File: src/rtl/div_seq.sv
// Restoring divider for RV64M DIV/DIVU/REM/REMU (+W): one quotient bit per cycle,
// with each trial subtraction performed on an external ALU instance.
//   state  | meaning
//   IDLE   | ready for a request; special cases resolve here
//   PREP   | take operand magnitudes, record result signs, load shifter
//   ITER   | one trial subtraction per cycle, N cycles
//   FIX    | apply signs, select quotient/remainder, register result
//   DONE   | result valid, held until accepted
module div_seq #(
  parameter int XLEN = 64
) (
  input  logic            clk,
  input  logic            rst,
  input  logic            in_valid,
  output logic            in_ready,
  input  logic [1:0]      op,
  input  logic            is_w,
  input  logic [XLEN-1:0] src1,
  input  logic [XLEN-1:0] src2,
  input  logic            flush,
  output logic            out_valid,
  input  logic            out_ready,
  output logic [XLEN-1:0] out_data,
  output logic [2:0]      alu_sel,
  output logic [XLEN-1:0] alu_a,
  output logic [XLEN-1:0] alu_b,
  output logic            alu_sub_sra,
  output logic            alu_is_op_x_32,
  input  logic [XLEN-1:0] alu_result,
  input  logic            alu_smaller_u
);
  localparam int HALF = XLEN / 2;
  localparam int CW   = $clog2(XLEN);

  typedef enum logic [2:0] {S_IDLE, S_PREP, S_ITER, S_FIX, S_DONE} state_t;

  state_t          r_state, w_next;
  logic [1:0]      r_op;
  logic            r_is_w;
  logic [XLEN-1:0] r_a, r_b, r_quo, r_rem, r_out_data;
  logic            r_sign_q, r_sign_r;
  logic [CW-1:0]   r_cnt;

  function automatic logic [XLEN-1:0] sext_half(input logic [HALF-1:0] v);
    return {{HALF{v[HALF-1]}}, v};
  endfunction

  logic            w_signed, w_accept, w_div_zero, w_ovf, w_special;
  logic [XLEN-1:0] w_src1_x, w_src2_x, w_spec_raw, w_spec_res;

  assign w_signed = ~op[0];
  assign w_src1_x = is_w ? (w_signed ? sext_half(src1[HALF-1:0]) : {{HALF{1'b0}}, src1[HALF-1:0]}) : src1;
  assign w_src2_x = is_w ? (w_signed ? sext_half(src2[HALF-1:0]) : {{HALF{1'b0}}, src2[HALF-1:0]}) : src2;
  assign w_div_zero = is_w ? (src2[HALF-1:0] == '0) : (src2 == '0);
  // most-negative / -1 at the active width
  assign w_ovf = w_signed &
                 (is_w ? (src1[HALF-1:0] == {1'b1, {(HALF-1){1'b0}}}) : (src1 == {1'b1, {(XLEN-1){1'b0}}})) &
                 (is_w ? (&src2[HALF-1:0]) : (&src2));
  assign w_special  = w_div_zero | w_ovf;
  assign w_spec_raw = w_div_zero ? (op[1] ? src1 : '1) : (op[1] ? '0 : src1);
  assign w_spec_res = is_w ? sext_half(w_spec_raw[HALF-1:0]) : w_spec_raw;

  assign in_ready = (r_state == S_IDLE) & ~flush;
  assign w_accept = in_valid & in_ready;
  assign out_valid = (r_state == S_DONE);
  assign out_data  = r_out_data;

  logic            w_sgn_a, w_sgn_b;
  logic [XLEN-1:0] w_mag_a, w_mag_b;

  assign w_sgn_a = ~r_op[0] & r_a[XLEN-1];
  assign w_sgn_b = ~r_op[0] & r_b[XLEN-1];
  assign w_mag_a = w_sgn_a ? -r_a : r_a;
  assign w_mag_b = w_sgn_b ? -r_b : r_b;

  logic            w_iter, w_rc, w_take;
  logic [XLEN-1:0] w_trial;

  assign w_iter  = (r_state == S_ITER);
  assign w_trial = {r_rem[XLEN-2:0], r_quo[XLEN-1]};
  // a set shifted-out bit means the trial value already exceeds any divisor
  assign w_rc    = r_rem[XLEN-1];
  assign w_take  = w_rc | ~alu_smaller_u;

  assign alu_sel        = 3'b000;
  assign alu_is_op_x_32 = 1'b0;
  assign alu_sub_sra    = w_iter;
  assign alu_a          = w_iter ? w_trial : '0;
  assign alu_b          = w_iter ? r_b : '0;

  logic [XLEN-1:0] w_q, w_r, w_sel, w_fix_res;

  assign w_q       = r_sign_q ? -r_quo : r_quo;
  assign w_r       = r_sign_r ? -r_rem : r_rem;
  assign w_sel     = r_op[1] ? w_r : w_q;
  assign w_fix_res = r_is_w ? sext_half(w_sel[HALF-1:0]) : w_sel;

  always_ff @(posedge clk) begin
    if (rst) r_state <= S_IDLE;
    else     r_state <= w_next;
  end

  always_comb begin
    w_next = r_state;
    case (r_state)
      S_IDLE: if (w_accept) w_next = w_special ? S_DONE : S_PREP;
      S_PREP: w_next = S_ITER;
      S_ITER: if (r_cnt == '0) w_next = S_FIX;
      S_FIX:  w_next = S_DONE;
      S_DONE: if (out_ready) w_next = S_IDLE;
      default: w_next = S_IDLE;
    endcase
    if (flush && r_state != S_IDLE) w_next = S_IDLE;
  end

  always_ff @(posedge clk) begin
    if (rst) begin
      r_op       <= '0;
      r_is_w     <= 1'b0;
      r_a        <= '0;
      r_b        <= '0;
      r_quo      <= '0;
      r_rem      <= '0;
      r_sign_q   <= 1'b0;
      r_sign_r   <= 1'b0;
      r_cnt      <= '0;
      r_out_data <= '0;
    end else begin
      case (r_state)
        S_IDLE: if (w_accept) begin
          r_op   <= op;
          r_is_w <= is_w;
          r_a    <= w_src1_x;
          r_b    <= w_src2_x;
          if (w_special) r_out_data <= w_spec_res;
        end
        S_PREP: begin
          r_sign_q <= w_sgn_a ^ w_sgn_b;
          r_sign_r <= w_sgn_a;
          r_b      <= w_mag_b;
          r_quo    <= r_is_w ? (w_mag_a << HALF) : w_mag_a;
          r_rem    <= '0;
          r_cnt    <= r_is_w ? CW'(HALF - 1) : CW'(XLEN - 1);
        end
        S_ITER: begin
          r_rem <= w_take ? alu_result : w_trial;
          r_quo <= {r_quo[XLEN-2:0], w_take};
          r_cnt <= r_cnt - 1'b1;
        end
        S_FIX: if (!flush) r_out_data <= w_fix_res;
        default: ;
      endcase
    end
  end
endmodule

File: config.mk
export PLATFORM = sky130hd
export DESIGN_NAME = div_seq
export DESIGN_NICKNAME = d
export VERILOG_FILES = /design/src/rtl/div_seq.sv
export SDC_FILE = /design/constraint.sdc
export NUM_CORES = 1
export LEC_CHECK = 0
export ABC_AREA = 1
export CAP_MARGIN = 20
export CORE_AREA = 2 2 164 287
export CTS_BUF_LIST = sky130_fd_sc_hd__clkbuf_2 sky130_fd_sc_hd__clkbuf_4 sky130_fd_sc_hd__clkbuf_8
export CTS_CLUSTER_SIZE = 30
export DETAILED_ROUTE_END_ITERATION = 10
export DIE_AREA = 0 0 166 289
export PLACE_DENSITY = 0.9
export SETUP_SLACK_MARGIN = 0.02
export SYNTH_ARGS = -nofsm -noshare
export SYNTH_HDL_FRONTEND = slang
export SYNTH_SLANG_ARGS = --single-unit
File: constraint.sdc
create_clock -name clk -period 2.6 [get_ports clk]
set_input_delay 0.52 -clock clk [delete_from_list [all_inputs] [get_ports clk]]
set_output_delay 0.52 -clock clk [all_outputs]
set_load 0.02 [all_outputs]
==> reports/qor.csv, run 1 <==
stage,metric,value,unit
yosys,asr flop ratio synth,0,%
yosys,commonest register cell after synthesis,dfxtp_1,
placed_design,port bufs,395,
floorplanning,FP Rows,104,
yosys,Synth warnings,0,
global_route,vias in the first global route,36200,
yosys,Seq cells post-synth,334,
yosys,Synth Cell Area,25800,um^2
global_route,total gr overflow,137,
floorplanning,Die Y-Extent,289,um
placed_design,"Cell Area, Placed",32000,um^2
floorplanning,I/O pin cnt,400,
floorplanning,Initial Util,56.4,%
placed_design,Post-Place Setup Slack,-0.811,ns
yosys,Mapped Cells,4570,
floorplanning,Die Wd,166,um
global_route,pin count of the biggest net entering global routing,159,
status,outcome,stopped before the end,
placed_design,DP HPWL,100000,um
yosys,syn_area_per_cell,5.64,um^2
yosys,library cells used by synthesis,47,
clocking,Hold Buf Count CTS,0,
placed_design,RePlAce Congestion,1.25,
yosys,"Seq/Total Area, Yosys",25.9,%
global_route,Global Route Usage Sum,59.3,%
global_route,first-pass GRT wire length,219000,um
clocking,clk sinks,334,
clocking,Longest Clk Path Bufs,3,
status,Exit stage,5_1_grt,
clocking,CTS Buf Count,52,
clocking,clock root cell,clkbuf_8,
status,Err,[ERROR GRT-0116] Global routing finished with congestion. Check the congestion regions in the DRC Viewer.,
clocking,htree depth,2,
yosys,number of synthesized flops with an enable pin,0,
## stage by stage
stage               TNS, ns  instances
CTS                       0       5697
detailed placement   -50.56       5593
global placement     -50.49       5593
floorplan                 0       4573
## logic make-up after synthesis
kind of cell	count (synthesis)	synth area share [%]
compound gates	999	20.8
xor+xnor	74	2.52
fa+ha+maj	6	0.291
buf+inv	762	11.5
flops	334	25.9
other cells	1	0.0146
simple gates	2394	38.9
## metal layers
layer,GRT overflow,GRT usage (%)
met3,1,28.0
met4,57,70.4
met5,0,2.47
met2,78,87.9
met1,1,55.9
## timing repair
| item | in CTS |
|---|---|
| buffers inserted | 6 |
| resized for setup | 661 |
| pin swaps | 2 |
| cloned | 6 |
| endpoints found under the setup margin | 195 |
| hold endpoints to repair | 0 |
## cells in the mapped netlist, drive strengths merged (9+ instances only)
library cell | instances | area, um^2
nand2 | 1139 | 4310
nor2 | 693 | 2700
inv | 507 | 1900
a21oi | 406 | 2040
o21ai | 388 | 1950
nand3 | 387 | 1950
dfxtp | 334 | 6690
clkbuf | 183 | 687
o22ai | 97 | 607
nand4 | 86 | 538
xor2 | 74 | 648
buf | 72 | 383
a31oi | 59 | 369
nor3 | 42 | 220
nor4 | 20 | 125
o211ai | 17 | 128
a221oi | 14 | 123
or2 | 14 | 87.6
nand3b | 9 | 75.1
==> run 2, diff against run 1 <==
CORE_AREA = 2 2 257 259   (was 2 2 164 287)
CTS_BUF_LIST = default   (was sky130_fd_sc_hd__clkbuf_2 sky130_fd_sc_hd__clkbuf_4 sky130_fd_sc_hd__clkbuf_8)
CTS_CLUSTER_SIZE = default   (was 30)
DIE_AREA = 0 0 259 261   (was 0 0 166 289)
PLACE_DENSITY = default   (was 0.9)
PLACE_DENSITY_LB_ADDON = 0.15   (was default)
SETUP_SLACK_MARGIN = default   (was 0.02)
==> run 2 against run 1 <==
The flow now finishes without violations. Area after synthesis is the same. Synthesized cell count unchanged.
==> reports/qor.csv, run 2 <==
stage,metric,value,unit,change
power,Lkg Pwr,0.0151,uW,
routing,TritonRoute pass-1 iters,6,,
clocking,"Clk pin slew, worst setup/hold paths",0.06,ns,
floorplanning,FP Rows,94,,-9.6%
global_route,total gr overflow,0,,
sta,final hold vios,0,,
hold_path,Hold Startpoint,r_cnt[4],,
routing,post-detailed-route via-to-cell ratio,5.48,,
final_layout,multi-input logic area,16300,um^2,
clocking,htree depth,2,,unchanged
global_route,pin count of the biggest net entering global routing,159,,
routing,DRT iter0 DRCs,3824,,
sta,setup violators final,0,,
placed_design,Post-Place Cells,5880,,+5.1%
hold_path,worst hold path type,register to register,,
yosys,most common cell in the netlist,nand2_1,,
floorplanning,I/O pin cnt,400,,unchanged
final_layout,register area,6690,um^2,
sta,clk_skew,0.0244,ns,
final_layout,fillcell total,7050,,
sta,Slew HR,33.0,%,
yosys,Seq cells post-synth,334,,unchanged
final_layout,most frequent cells in the layout,"nand2_1 (1123), nor2_1 (631), inv_1 (457)",,
sta,RSZ-0062 raised after global routing,true,,
clocking,Hold Buf Count CTS,0,,unchanged
floorplanning,core area,65000,um^2,
clocking,clk_lat worst skew,0.59,ns,
clocking,clk sinks,334,,unchanged
yosys,Mapped Cells,4570,,unchanged
clocking,Longest Clk Path Bufs,3,,unchanged
yosys,Synth top area share,25.9,%,unchanged
critical_path,"Data arrival, critical path",3.07,ns,
global_route,first-pass GRT wire length,183000,um,
yosys,number of synthesized flops with an enable pin,0,,unchanged
critical_path,worst path required time,3.13,ns,
routing,final wirelength,124000,um,
sta,WHS,0.476,ns,
critical_path,FF-to-FF Start,r_rem[0],,
sta,Slew @ Worst Pin,1.01,ns,
run,max cap viols,0,,
floorplanning,Die Wd,259,um,+56%
sta,fin crit share,98.0,%,
power,maximum vdd ir drop,0.519,mV,
sta,fin. max-slew vios,0,,
routing,vias,32600,,
yosys,dominant cells by area after synthesis,"dfxtp_1 (26%), nand2_1 (16%), nor2_1 (9.8%)",,
yosys,commonest register cell after synthesis,dfxtp_1,,
placed_design,DP HPWL,97700,um,-2.8%
critical_path,Worst Setup SP,r_rem[0],,
yosys,library cells used by synthesis,47,,unchanged
critical_path,CP Capture Type,register,,
critical_path,kind of critical path,register to register,,
final_layout,"most common cell after layout, fill and taps aside",nand2_1,,
routing,DRC viols,0,,
final_layout,share of layout cells above drive strength 1,12.8,%,
yosys,Synth top cells by count,"nand2_1 (1127), nor2_1 (670), inv_1 (462), a21oi_1 (405), nand3_1 (385)",,
critical_path,crit path max fanout,3,,
final_layout,fin nets,5269,,
global_route,initial antenna violation count,1,,
final_layout,area grow syn2layout,29.5,%,
sta,crit path time final,2.55,ns,
placed_design,RePlAce Congestion,1.03,,-17%
clocking,CTS Buf Count,41,,-21%
critical_path,Setup crit start kind,register,,
final_layout,Final Non-Filler Cells,5955,,
clocking,TritonCTS clock tree,built,,
yosys,Synth warnings,0,,unchanged
floorplanning,DIE AREA,67600,um^2,
yosys,asr flop ratio synth,0,%,unchanged
global_route,Global Route Usage Sum,35.4,%,
clocking,clock root cell,clkbuf_16,,
status,outcome,finished clean,,
yosys,"Seq/Total Area, Yosys",25.9,%,unchanged
sta,maximum achievable frequency,0.392,GHz,
placed_design,port bufs,395,,unchanged
routing,drt wl/cell,20.9,um,
yosys,Synth Cell Area,25800,um^2,unchanged
yosys,post-synth top area cell,dfxtp_1,,
floorplanning,Initial Util,39.6,%,-17 points
power,pwr/cell area,863,nW/um^2,
yosys,syn_area_per_cell,5.64,um^2,unchanged
global_route,vias in the first global route,29700,,
routing,post-route ant nets,0,,
floorplanning,Die Y-Extent,261,um,-9.7%
[run 2: cell counts after synthesis]
Identical to the previous run, type by type.
[run 2: critical path, stage by stage (launching register included)]
cell and delay, ns:
dfxtp_2 0.37, inv_1 0.07, ha_1 0.21, nand2_1 0.11
nand2_1 0.08, nand3_1 0.13, a21oi_1 0.07, nand2_1 0.06
nand2_1 0.05, o211ai_1 0.80, o21ai_1 0.25, nand3_1 0.14
nand2_1 0.05, nor2_1 0.09
[run 2: layout make-up]
cell class | instances | share of cell area (%)
repair buffers | 701 | 17.8
multi-input cells | 3477 | 48.9
clock inverters | 19 | 0.795
well taps | 864 | 3.24
clock buffers | 52 | 3.32
inverters | 507 | 5.80
diodes | 1 | 0.00750
flip-flops and latches | 334 | 20.1
[run 2: per-layer routing]
| layer | GRT usage [%] | wire length [um] | share of wire [%] |
|---|---|---|---|
| met3 | 4.80 | 10100 | 8.1 |
| met4 | 18.8 | 7500 | 6.0 |
| met2 | 55.8 | 54800 | 44 |
| met1 | 47.1 | 52100 | 42 |
| met5 | 0 | 11 | 0.0088 |
[run 2: where the power goes]
part	total (uW)	switching (uW)	internal (uW)
clock network	6150	2540	3610
logic	15800	10900	4890
registers	6850	921	5930
total	28800	14400	14400
[run 2: cell families after synthesis]
family | Yosys count | synth area share, %
AO/OA/AOI/OAI | 999 | 20.8
XOR/XNOR | 74 | 2.52
AND/OR/NAND/NOR | 2394 | 38.9
other | 1 | 0.0146
flip-flops | 334 | 25.9
buffers and inverters | 762 | 11.5
adder cells (fa/ha/maj) | 6 | 0.291
[run 2: worst paths after layout]
path / depth (start not counted) / slack, ns / end
worst max-delay path: 13 / 0.05 / out_data[14]
worst min-delay path: 1 / 0.48 / r_cnt[4]
worst max register to register: 13 / 0.05 / out_data[14]
worst min register to register: 1 / 0.48 / r_cnt[4]
[run 2: metrics by stage]
step / util, % / setup TNS [ns] / setup slack, ns / power, uW / area (um^2)
3_5_place_dp: 49.7 / -30.96 / -0.545 / 22200 / 32300
6_report: 51.3 / 0 / 0.0512 / 28800 / 33400
2_1_floorplan: - / 0 / 0.521 / 16400 / 25800
3_3_place_gp: 49.7 / -29.55 / -0.526 / 22200 / 32300
5_1_grt: 51.3 / -0.0862 / -0.0802 / 30600 / 33400
4_1_cts: 51.8 / -0.000424 / -0.000424 / 28300 / 33700
[run 2: repair_timing]
item / CTS / global route
resized for setup: 240 / 231
hold endpoints to repair: 0 / 0
pin swaps: 0 / 3
setup endpoints to repair: 131 / 182
gates cloned: 0 / 1
buffers inserted: 1 / 1
Power figures use the tool's default switching activity.
